File: src/rtl/step_sequencer_if.sv
// Control/status bundle for the stepper-motor step sequencer.
// The controller side drives the move request; the sequencer side returns coil drive and progress.
interface step_sequencer_if;
  logic       start;
  logic       abort;
  logic [7:0] count;
  logic [7:0] period;
  logic [3:0] phase;
  logic       busy;
  logic       done;
  logic [7:0] remaining;

  modport master (
    output start, abort, count, period,
    input  phase, busy, done, remaining
  );

  modport slave (
    input  start, abort, count, period,
    output phase, busy, done, remaining
  );
endinterface

File: src/rtl/step_sequencer.sv
// Stepper-motor sequencer: issues a signed number of one-hot coil steps,
// one every P clocks, with abort and a one-cycle completion pulse.
module step_sequencer (
  input  logic             clk,
  input  logic             reset,
  step_sequencer_if.slave  bus
);

  typedef enum logic [1:0] {
    S_IDLE = 2'd0,
    S_RUN  = 2'd1,
    S_DONE = 2'd2
  } state_t;

  state_t     state, state_n;
  logic [3:0] phase_q, phase_n;
  logic [7:0] rem_q, rem_n;
  logic [7:0] div_q, div_n;
  logic [7:0] p_q, p_n;
  logic       busy_q, done_q;

  always_ff @(posedge clk) begin
    if (reset) begin
      state   <= S_IDLE;
      phase_q <= 4'b0001;
      rem_q   <= '0;
      div_q   <= '0;
      p_q     <= 8'd1;
      busy_q  <= 1'b0;
      done_q  <= 1'b0;
    end else begin
      state   <= state_n;
      phase_q <= phase_n;
      rem_q   <= rem_n;
      div_q   <= div_n;
      p_q     <= p_n;
      busy_q  <= (state_n == S_RUN);
      done_q  <= (state_n == S_DONE);
    end
  end

  always_comb begin
    state_n = state;
    phase_n = phase_q;
    rem_n   = rem_q;
    div_n   = div_q;
    p_n     = p_q;

    case (state)
      S_IDLE: begin
        if (bus.start && !bus.abort) begin
          rem_n   = bus.count;
          p_n     = (bus.period == 8'd0) ? 8'd1 : bus.period;
          div_n   = '0;
          state_n = (bus.count != 8'd0) ? S_RUN : S_DONE;
        end
      end
      S_RUN: begin
        // abort wins over a step falling due on the same edge
        if (bus.abort) begin
          div_n   = '0;
          state_n = S_IDLE;
        end else if (div_q == p_q - 8'd1) begin
          div_n = '0;
          if (rem_q[7]) begin
            phase_n = {phase_q[0], phase_q[3:1]};
            rem_n   = rem_q + 8'd1;
          end else begin
            phase_n = {phase_q[2:0], phase_q[3]};
            rem_n   = rem_q - 8'd1;
          end
          state_n = (rem_n == 8'd0) ? S_DONE : S_RUN;
        end else begin
          div_n = div_q + 8'd1;
        end
      end
      S_DONE: state_n = S_IDLE;
      default: begin
        state_n = S_IDLE;
        div_n   = '0;
      end
    endcase

    // Keep the coil pattern legal even if the register was upset.
    if (!$onehot(phase_n)) phase_n = 4'b0001;
  end

  assign bus.phase     = phase_q;
  assign bus.busy      = busy_q;
  assign bus.done      = done_q;
  assign bus.remaining = rem_q;

endmodule

File: src/flat_wrapper.sv
// flat-port wrapper written by rule: the top's interface ports become plain ports
module step_sequencer_flat 
  (clk, reset, bus_start, bus_abort, bus_count, bus_period, bus_phase, bus_busy, bus_done, bus_remaining);
  step_sequencer_if bus_i ();
  input  logic clk;
  input  logic reset;
  input wire logic [$bits(bus_i.start)-1:0] bus_start;
  input wire logic [$bits(bus_i.abort)-1:0] bus_abort;
  input wire logic [$bits(bus_i.count)-1:0] bus_count;
  input wire logic [$bits(bus_i.period)-1:0] bus_period;
  output wire logic [$bits(bus_i.phase)-1:0] bus_phase;
  output wire logic [$bits(bus_i.busy)-1:0] bus_busy;
  output wire logic [$bits(bus_i.done)-1:0] bus_done;
  output wire logic [$bits(bus_i.remaining)-1:0] bus_remaining;
  assign bus_i.start = bus_start;
  assign bus_i.abort = bus_abort;
  assign bus_i.count = bus_count;
  assign bus_i.period = bus_period;
  assign bus_phase = bus_i.phase;
  assign bus_busy = bus_i.busy;
  assign bus_done = bus_i.done;
  assign bus_remaining = bus_i.remaining;
  step_sequencer u_core (.clk(clk), .reset(reset), .bus(bus_i));
endmodule
File: config.mk
export PLATFORM = sky130hd
export DESIGN_NAME = step_sequencer_flat
export DESIGN_NICKNAME = d
export VERILOG_FILES = /design/src/rtl/step_sequencer_if.sv /design/src/rtl/step_sequencer.sv /design/src/flat_wrapper.sv
export SDC_FILE = /design/constraint.sdc
export NUM_CORES = 1
export LEC_CHECK = 0
export ABC_AREA = 1
export ABC_CLOCK_PERIOD_IN_PS = 4300
export BUFFER_PORTS_ARGS = -buffer_cell sky130_fd_sc_hd__buf_4
export CAP_MARGIN = 20
export CORE_UTILIZATION = 25
export DETAILED_ROUTE_END_ITERATION = 12
export RECOVER_POWER = 50
export SLEW_MARGIN = 10
export SYNTH_ARGS = -nofsm -noshare
export SYNTH_HDL_FRONTEND = slang
export SYNTH_SLANG_ARGS = --single-unit
File: constraint.sdc
create_clock -name clk -period 4.3 [get_ports clk]
set_input_delay 0.43 -clock clk [delete_from_list [all_inputs] [get_ports clk]]
set_output_delay 0.43 -clock clk [all_outputs]
set_load 0.02 [all_outputs]
* Word-level counts from Yosys, hierarchy flattened
Index checks and enable logic that the tools add are counted.
Storage, ports and cells: latch bits 0, memory bits (read-only) 0, logic and storage cells 59, bits in writable memories 0, output and inout port bits 14, memories 0, bits of input ports 20, bits in registers 32
Operators by class: reduce and logical (&&, ||, !) cells 11, $mul 0, bitwise gates (word level) 2, add/sub/neg operators 7, $lt $le $gt $ge 0, shift operators 0, equality and inequality tests 9, mux-type cells 23, divide/modulo/power cells 0
Operators with widths (count):
- $mux W8 | 11
- $pmux W8 S3 | 1
- $add A8 B1 Y8 const B | 2
- $logic_not A8 Y1 | 2
- $mux W4 | 4
- $pmux W8 S2 | 1
- $sub A8 B1 Y8 const B | 2
- $mux W2 | 5
- $eq A8 B8 Y1 | 1
- $reduce_bool A8 Y1 | 1
- $add A1 B1 Y2 | 2
- $eq A2 B1 Y1 const B | 2
- $eq A2 B2 Y1 const B | 2
- $ne A2 B1 Y1 const B | 2
- $pmux W2 S2 | 1
- $reduce_and A2 Y1 | 2
- $reduce_and A4 Y1 | 1
- $add A3 B3 Y3 | 1
- $eq A3 B1 Y1 const B | 1
- $logic_not A2 Y1 | 1
- $ne A2 B2 Y1 const B | 1
- $not A1 Y1 | 2
- $reduce_bool A2 Y1 | 1
- $reduce_or A2 Y1 | 1
- other kinds (2) | 2

* Longest topological paths before layout
Gate-level depths: netlist of the first run.
depth in word-level cells 11, mapped depth 22, mapped depth without buffers 22

* Worst setup path before layout of the first run
No wires, ideal clock.
kind flip-flop to flip-flop, start point register u_core.p_q[0], end point register u_core.phase_q[1], in the netlist u_core.bus.phase[1], required time 4187 ps, slack 1344 ps, arrival time 2844 ps, period minus slack after synthesis 2956 ps, setup time 113 ps, cell stages (with the launch flop) 21, cell sequence dfxtp_1 -> inv_1 -> ha_1 -> inv_1 -> nand2_1 -> nand2_1 -> nand2_1 -> nand2_1 -> nand3_1 -> nor2_1 -> nand4_2 -> buf_6 -> nand2_1 -> nand2_1 -> ha_1 -> ha_1 -> fa_1 -> nor2_1 -> and3_1 -> inv_1 -> nor2_1
On the way: longest elaborated chain between the ends 10, elaborated cells on any way between the ends 11, classes of those cells add/sub (4); eq/ne (2); mux (3); bitwise (1); reduce/logical (1)
RTL lines:
- from (decl) | line step_sequencer.sv:19 | logic [7:0] p_q, p_n;
- from (signal assigned) | line step_sequencer.sv:36 | p_q <= p_n;
- $sub A8 B1 Y8 * | line step_sequencer.sv:63 | end else if (div_q == p_q - 8'd1) begin
- $eq A8 B8 Y1 * | line step_sequencer.sv:63
- $mux W4 * | line step_sequencer.sv:63
- $mux W4 * | line step_sequencer.sv:60 | if (bus.abort) begin
- $mux W4 * | line step_sequencer.sv:49 | case (state)
- $add A1 B1 Y2 (not written as such) | line step_sequencer.sv:85 | if (!$onehot(phase_n)) phase_n = 4'b0001;
- $add A3 B3 Y3 (not written as such) | line step_sequencer.sv:85
- $eq A3 B1 Y1 | line step_sequencer.sv:85
- $not A1 Y1 (no line)
- $reduce_or A2 Y1 (no line)
- to (signal assigned) | line step_sequencer.sv:33 | phase_q <= phase_n;
- to (decl) | line step_sequencer.sv:16 | logic [3:0] phase_q, phase_n;
Mark *: on every way between the ends. The rest lies on a longest branch, timed or not. A chain may end at the register's enable or synchronous reset.

* Final worst setup path of the first run
start point register u_core.p_q[0], end point register u_core.phase_q[3], in the netlist u_core.bus.phase[3]
Same word-level chain as after synthesis.

==> flow_summary.ini, run 1 <==
[sta]
min_period_ps = 3360
timing.fmax_mhz = 297
setup_tns_ps = 0
period_share_pct = 78.2
slew_headroom_pct = 56.2
setup_violations = 0
fin_ws_ps = 935
final.setup_skew_ps = 3.45
hold_violations = 0
rsz0062_at_grt = false
tightest_slew_ps = 656
slew_viol_final = 0

[synth]
synth_fp_nets = 399
syn_area_sq_um = 2320
synth_area_leader_cell = dfxtp_1
synth_cells = 365
synth_top_area_share_pct = 27.6
syn_area_per_cell_sq_um = 6.37
synth-seq-cells = 32
synth_area_leaders = dfxtp_1, nand2_1, inv_1
synth.most_common_cell = nand2_1
synth-seq-area-share_pct = 27.6
ys.flop_type = dfxtp_1
synth_edf_count = 0
synth_common_cells = nand2_1, inv_1, nor2_1
yosys_warnings = 0
synth_cell_types = 29
synthArstFlopShare_pct = 0

[global_route]
overflow = 0
grt_util_met3_pct = 2.36
grt_use_met2_pct = 21.8
grt_antenna_before_repair = 0
grt_pass1_wl_um = 10000
track_usage_pct = 12.8
use_met1_pct = 16.3
top_usage_layer = met2
grt_pass1_vias = 2163
grt_max_degree = 22

[die]
core_sq_um = 8850
die_y_um = 98.4
ios = 34
start_util_pct = 26.3
die_area_sq_um = 9680
rows = 34
die_x_um = 98.4

[clocking]
cts_resized = 0
htree_levels = 2
cts_hold_buffers = 0
clock_sinks = 32
cts_tree = done
cts_buffers = 5
cts.path.max_buffers = 2
clkTransAtPathRegs_ps = 70
clockRootBuffer = clkbuf_8
insertion_delay_ps = 290
postCtsSetupRepairBufs = 0

[final_layout]
fin_nets = 432
fillers = 990
drive_above_1_share_pct = 9.02
antennaDiodeCount = 0
area_growth_pct = 16.3
final_util_pct = 30.5

[power_and_ir_drop]
p_leak_nw = 1.27
p_per_area_nw_per_um2 = 297
vdd_drop_max_uv = 145

[route]
dr.pass1.iters = 10
vias_per_cell = 4.60
drc = 1
detail-route-antenna-nets = 0
wl_um = 5910
drtIter0Drc = 87
wl_per_cell_um = 11.6
vias = 2330

[hold_path]
hold_depth = 3
hold_end = u_core.p_q[5]
hold_path.class = in2reg
hold_start = bus_period[5]

[setup_path]
cp_cell_sequence = inv_1 > ha_1 > inv_1 > nand2_1 > nand2_1 > nand2_1 > nand2_1 > nand3_1 > nor2_1 > nand4_2 > nand2_1 > nand2_1 > ha_1 > ha_1 > fa_1 > nor2_1 > and3_1 > inv_1 > nor2_1
endpoint_kind = flop
critPathRequiredTime_ps = 4530
path_max_fanout = 14
r2r_slack_ps = 940
cpLargestDelayFamily = simple AND/OR/NAND/NOR gates
critPathArrivalTime_ps = 3590
crit_type = reg2reg
cpMostUsedCell = nand2_1
path_buf_inv = 3
regToRegEndpoint = u_core.bus.phase[3]
r2r_cells = 19
slowest_delay_ps = 430
start_kind = flop
r2r_start = u_core.p_q[0]
worst_path_max_delay_cell = fa_1

[placement]
hpwl_um = 4610
io_buffers = 33
dp_slack_ps = 952
place_congestion = 0.860

[outcome]
violations = design-rule violations
outcome = finished, violations left

[job]
max_cap_viol_count = 0
[state kept, by name (all words and copies together) (netlist names)]
signal,flops
u_core.bus.busy,1
u_core.p_q,8
u_core.bus.remaining,8
u_core.div_q,8
u_core.bus.phase,4
u_core.bus.done,1
u_core.state,2
[area by class of cell]
class	instances	area [sq um]	share of cell area, %
Inverter	47	176	6.53
Timing Repair Buffer	34	199	7.36
Tap cell	108	135	5.00
Multi-Input combinational cell	278	1460	54.1
Clock buffer	8	90.1	3.33
Sequential cell	32	641	23.7
[per-layer routing]
| metal | wire (um) | share of wire (%) |
|---|---|---|
| met1 | 2940 | 50 |
| met2 | 2700 | 46 |
| met3 | 186 | 3.1 |
| met4 | 82 | 1.4 |
| met5 | 0 | 0 |
[how the worst max path moves through the flow]
stage	from	endpoint	cells after the start
2_1_floorplan	u_core.p_q[0]	u_core.bus.phase[1]	20
3_3_place_gp	u_core.p_q[0]	u_core.bus.phase[1]	19
3_5_place_dp	u_core.p_q[0]	u_core.bus.phase[3]	19
4_1_cts	u_core.p_q[0]	u_core.bus.phase[3]	19
5_1_grt	u_core.p_q[0]	u_core.bus.phase[2]	19
6_report	u_core.p_q[0]	u_core.bus.phase[3]	19
[layout by cell type, fill, tap and decap left out, types with 2 or more instances in the layout]
| cell type | synthesis | routed |
|---|---|---|
| nand2_1 | 100 | 100 |
| inv_1 | 45 | 45 |
| nor2_1 | 43 | 43 |
| dfxtp_1 | 32 | 32 |
| nand3_1 | 29 | 29 |
| a21oi_1 | 29 | 29 |
| buf_4 | 1 | 19 |
| o21ai_0 | 18 | 18 |
| clkbuf_1 | 3 | 17 |
| ha_1 | 12 | 12 |
| nand4_1 | 11 | 11 |
| xor2_1 | 9 | 9 |
| clkbuf_8 | 0 | 6 |
| nand3b_1 | 5 | 5 |
| xnor2_1 | 4 | 4 |
| nand3_2 | 3 | 3 |
| nor2_2 | 2 | 2 |
| inv_2 | 2 | 2 |
| o21a_1 | 2 | 2 |
| nor4_1 | 2 | 2 |
| fa_1 | 2 | 2 |
[metrics by stage]
stage	instances	hold WS, ps	power, W	cell area, sq um
after CTS	507	375	0.000815	2760
final	507	380	0.000802	2700
after floorplan	365	459	0.000503	2320
after detailed placement	499	487	0.000570	2670
after global placement	499	481	0.000566	2670
after global routing	507	395	0.000856	2700
[worst reg2reg max path, cell delays in order, from the launching register on]
cell and delay (ps):
dfxtp_1 360, inv_1 100, ha_1 260, inv_1 70
nand2_1 60, nand2_1 60, nand2_1 50, nand2_1 70
nand3_1 80, nor2_1 190, nand4_2 390, nand2_1 200
nand2_1 80, ha_1 290, ha_1 190, fa_1 430
nor2_1 100, and3_1 170, inv_1 70, nor2_1 90
[logic make-up after synthesis]
family                   Yosys count  synth area share, %
AND/OR/NAND/NOR                  199                 38.1
buffers and inverters             55                 9.53
AO/OA/AOI/OAI                     52                 11.7
flip-flops                        32                 27.6
adder cells (fa/ha/maj)           14                 8.19
XOR/XNOR                          13                 4.90
[report_power, final]
| group | leakage (nW) | switching (W) | internal (W) |
|---|---|---|---|
| registers | 0.261 | 0.0000168 | 0.000310 |
| clock network | 0.0455 | 0.000114 | 0.000131 |
| logic | 0.965 | 0.000146 | 0.0000842 |
| total | 1.27 | 0.000277 | 0.000525 |
Note: power is estimated with default switching activity, not from simulation.
==> run 2: changes to the inputs <==
Settings changed: ABC_CLOCK_PERIOD_IN_PS 4300 to 3200.
Clock period 4.3 ns to 3.2 ns, I/O delays scaled along.
==> run 2 against run 1 <==
The run still ends with design-rule violations left. Maximum frequency grew 11%. Highest routed layer unchanged. Hold slack got worse by 110 ps. Setup slack got worse by 780 ps. Critical path type unchanged.
==> flow_summary.ini, run 2 (same netlist as run 1, synthesis figures left out) <==
[sta]
holdWs_ps = 270
setup_violations = 0
slew_headroom_pct = 50.3
min_period_ps = 3040
period_share_pct = 95.0
hold_violations = 0
final.setup_skew_ps = 8.14
slew_viol_final = 0
tightest_slew_ps = 745
timing.fmax_mhz = 329
fin_ws_ps = 160

[global_route]
grt_max_degree = 22
track_usage_pct = 13.0
grt_antenna_before_repair = 0
grt_pass1_vias = 2245
grt_pass1_wl_um = 10200
overflow = 0

[clocking]
clock_sinks = 32
cts_hold_buffers = 0
clockRootBuffer = clkbuf_8
cts_tree = done
insertion_delay_ps = 290
cts.path.max_buffers = 2
clkTransAtPathRegs_ps = 70
htree_levels = 2
cts_buffers = 5

[power_and_ir_drop]
vdd_drop_max_uv = 150
intPower_w = 0.000723
clkPwrFrac_pct = 29.8
p_per_area_nw_per_um2 = 389
switchingPower_w = 0.000387
switching_share_pct = 34.9
p_seq_share_pct = 39.6
p_leak_nw = 1.30
combPwrFrac_pct = 30.6

[final_layout]
final_util_pct = 32.3
layout.cells.non_filler = 511
drive_above_1_share_pct = 17.9
layout_commonest_cell = nand2_1
fillers = 993
area_growth_pct = 22.9
final_cell_mix = nand2_1, inv_1, nor2_1
fin_nets = 436
antennaDiodeCount = 0
fin_area_sq_um = 2860

[placement]
placed_area_sq_um = 2680
hpwl_um = 4690
place_congestion = 0.839
io_buffers = 33
dp_slack_ps = 49.9
dp.cells = 501

[die]
ios = 34
die_y_um = 98.4
start_util_pct = 26.3
die_area_sq_um = 9680
rows = 34
die_x_um = 98.4
core_sq_um = 8850

[outcome]
outcome = finished, violations left
violations = design-rule violations

[setup_path]
r2r_slack_ps = 160
start_kind = flop
r2r_cells = 18
r2r_start = u_core.p_q[0]
critPathLaunch = u_core.p_q[0]
path_max_fanout = 5
critPathRequiredTime_ps = 3370
endpoint_kind = flop
critPathArrivalTime_ps = 3210
crit_type = reg2reg

[hold_path]
hold_depth = 3
hold_start = bus_period[5]
hold_path.class = in2reg

[route]
drc = 2
wl_per_cell_um = 12.0
wl_um = 6140
detail-route-antenna-nets = 0
vias = 2378
vias_per_cell = 4.65
dr.pass1.iters = 8
drtIter0Drc = 104

[job]
max_cap_viol_count = 0
[run 2: cell types whose count changed in the layout (fill, tap and decap cells not counted), sizes merged]
cell and delta:
buf +5, clkbuf -1
[run 2: final timing paths]
| kind | endpoint |
|---|---|
| worst max-delay path | u_core.bus.phase[0] |
| worst min-delay path | u_core.p_q[5] |
| worst min register to register | u_core.div_q[3] |
| worst max register to register | u_core.bus.phase[0] |
[run 2: power by group through the flow]
| stage | Clock [W] | Combinational, W | Sequential (W) |
|---|---|---|---|
| 2_1_floorplan | 0 | 0.000222 | 0.000454 |
| 3_3_place_gp | 0 | 0.000313 | 0.000448 |
| 3_5_place_dp | 0 | 0.000318 | 0.000448 |
| 4_1_cts | 0.000335 | 0.000320 | 0.000439 |
| 5_1_grt | 0.000354 | 0.000385 | 0.000443 |
| 6_report | 0.000331 | 0.000339 | 0.000440 |
[run 2: per-layer routing]
metal / wire [um] / global-route usage (%) / share of wire, %
met5: 0 / 0 / 0
met4: 143 / 5.17 / 2.3
met3: 291 / 2.79 / 4.7
met2: 2840 / 22.1 / 46
met1: 2870 / 16.0 / 47
[run 2: repair_timing]
action / in CTS / in global routing
buffers inserted: 0 / 2
hold endpoints to repair: 0 / 0
endpoints found under the setup margin: 0 / 4
gates resized for setup: 0 / 34
[run 2: area by class of cell]
| cell class | instances | area (sq um) | share of cell area, % |
|---|---|---|---|
| Clock buffer | 8 | 90.1 | 3.15 |
| Inverter | 47 | 179 | 6.26 |
| Multi-Input combinational cell | 278 | 1580 | 55.2 |
| Sequential cell | 32 | 643 | 22.5 |
| Tap cell | 108 | 135 | 4.73 |
| Timing Repair Buffer | 38 | 233 | 8.15 |
[run 2: metrics by stage]
step	setup TNS (ps)	total power, W
after detailed placement	0	0.000766
after floorplan	0	0.000676
after global placement	0	0.000761
after global routing	-242	0.00118
final	0	0.00111
after CTS	0	0.00109
[run 2: critical path: stages, from the launching register on]
cell	delay, ps
dfxtp_2	330
inv_2	80
ha_4	160
nand2_1	60
nor2_1	150
nand2_1	70
nand2_1	70
nand3_1	70
nor2_2	160
nand2_1	90
nor2_2	160
nand3_1	140
nand2_1	170
ha_4	230
ha_4	160
fa_1	450
nor2_1	90
and3_4	210
nand3_2	70
==> run 3: changes to the inputs <==
Settings changed: CORE_MARGIN set to 2, CTS_BUF_LIST set to sky130_fd_sc_hd__clkbuf_16.
==> run 3 against run 2 <==
The run now ends clean. Maximum frequency up 1.2%. Count of clock-buffer cells in the layout is 3 lower. Sequential power about the same. Utilization decreased by 0.96 points. First-iteration DRC count down 22%. Clock power increased by 62%. Clock skew barely moved. Sequential share of layout area is essentially flat. Hold slack improved by 12 ps. Total power is 17% higher. Design area decreased by 0.13%. Setup slack better by 36 ps.
==> flow_summary.ini, run 3 (same netlist as run 1, synthesis figures left out) <==
[outcome]
outcome = complete, no violations

[sta]
tightest_slew_ps = 668
fin_ws_ps = 196
slew_headroom_pct = 55.4
period_share_pct = 93.9
setup_violations = 0
min_period_ps = 3000
timing.fmax_mhz = 333
hold_violations = 0
final.setup_skew_ps = 7.70
slew_viol_final = 0
holdWs_ps = 283

[job]
max_cap_viol_count = 0

[global_route]
grt_antenna_before_repair = 0
grt_pass1_wl_um = 10500
grt_pass1_vias = 2313
overflow = 0
grt_max_degree = 22
grt_util_met3_pct = 2.72
use_met1_pct = 16.5
top_usage_layer = met2
grt_use_met2_pct = 21.6
track_usage_pct = 13.0

[hold_path]
hold_path.class = in2reg
hold_depth = 3
hold_start = bus_period[5]
hold_end = u_core.p_q[5]

[clocking]
cts_hold_buffers = 0
clock_sinks = 32
clockRootBuffer = clkbuf_16
htree_levels = 2
cts.path.max_buffers = 2
insertion_delay_ps = 280
cts_tree = done
clkTransAtPathRegs_ps = 60
cts_buffers = 5

[setup_path]
start_kind = flop
crit_type = reg2reg
critPathArrivalTime_ps = 3220
r2r_slack_ps = 200
r2r_cells = 18
r2r_start = u_core.p_q[0]
critPathRequiredTime_ps = 3410
cpMostUsedCell = nor2_1
slowest_delay_ps = 420
path_max_fanout = 4
endpoint_kind = flop
worst_path_max_delay_cell = fa_1
cp_cell_sequence = inv_2 > ha_4 > xnor2_1 > nor2_1 > buf_4 > nand3_1 > nor2_2 > inv_1 > nor2_2 > nand3_1 > nand2_1 > ha_1 > ha_1 > fa_1 > nor2_1 > and3_1 > inv_2 > nor2_1
regToRegEndpoint = u_core.bus.phase[3]

[die]
die_x_um = 100
die_y_um = 100
core_sq_um = 9110
start_util_pct = 25.5
ios = 34
die_area_sq_um = 10100
rows = 35

[route]
vias = 2406
drc = 0
detail-route-antenna-nets = 0
drtIter0Drc = 81
wl_per_cell_um = 12.2
wl_um = 6270
vias_per_cell = 4.67
dr.pass1.iters = 6

[final_layout]
fin_nets = 437
antennaDiodeCount = 0
final_cell_mix = nand2_1, inv_1, nor2_1
area_growth_pct = 22.8
multiInputGateArea_sq_um = 1500
fin_area_sq_um = 2850
drive_above_1_share_pct = 12.9
ff_latch_area_sq_um = 643
fillers = 1017
layout_commonest_cell = nand2_1

[power_and_ir_drop]
total_power_w = 0.00130
p_per_area_nw_per_um2 = 457
p_leak_nw = 1.33
vdd_drop_max_uv = 228

[placement]
placed_area_sq_um = 2690
place_congestion = 0.819
dp_slack_ps = 74.0
hpwl_um = 4610
io_buffers = 33
## run 3: cell types whose count changed in the layout (fill, tap and decap cells not counted), sizes merged
| cell | delta |
|---|---|
| clkinv | +2 |
| buf | -1 |
| bufinv | +1 |
| clkbuf | -1 |
## run 3: repair_timing
action | CTS | global route
setup endpoints to repair | 0 | 4
buffers inserted | 0 | 3
resized for setup | 0 | 14
endpoints found under the hold margin | 0 | 0
## run 3: area by class of cell
class                   count  area share (%)
inverters                  47            6.18
clock buffers               5            4.39
well taps                 111            4.87
clock inverters             3            1.32
multi-input cells         278            52.5
flip-flops and latches     32            22.5
repair buffers             39            8.16
## run 3: how the worst max path moves through the flow
stage | startpoint | to | slack [ps] | depth (start not counted)
2_1_floorplan | u_core.p_q[0] | u_core.bus.phase[1] | 240 | 20
3_3_place_gp | u_core.p_q[0] | u_core.bus.phase[1] | 180 | 18
3_5_place_dp | u_core.p_q[0] | u_core.bus.phase[3] | 70 | 18
4_1_cts | u_core.p_q[0] | u_core.bus.phase[3] | 50 | 18
5_1_grt | u_core.p_q[0] | u_core.bus.phase[3] | -30 | 21
6_report | u_core.p_q[0] | u_core.bus.phase[3] | 200 | 18
## run 3: worst max-delay path: cells and delay by family (launching register included)
family	cells	cell delay [ps]
xor gates and xnor gates	1	120
buffers and inverters	4	320
DFF	1	350
and+or+nand+nor	9	1060
adders and majority gates	4	1080
## run 3: metal layers
layer,routed length [um],vias up
met3,276,12
met5,0,-
met4,144,0
li1,-,1255
met1,2970,1085
met2,2880,54
## run 3: where the power goes
part           leakage [nW]  internal [W]  switching [W]
clock                0.0789      0.000361       0.000176
combinational         0.985      0.000123       0.000203
sequential            0.261      0.000418      0.0000226
total                  1.33      0.000903       0.000401
## run 3: stage by stage
step,std cells,utilization (%),setup TNS (ps)
6_report,515,31.3,0
5_1_grt,515,31.3,-89.2
4_1_cts,512,31.3,0
3_5_place_dp,504,29.5,0
3_3_place_gp,504,29.5,0
2_1_floorplan,365,-,0
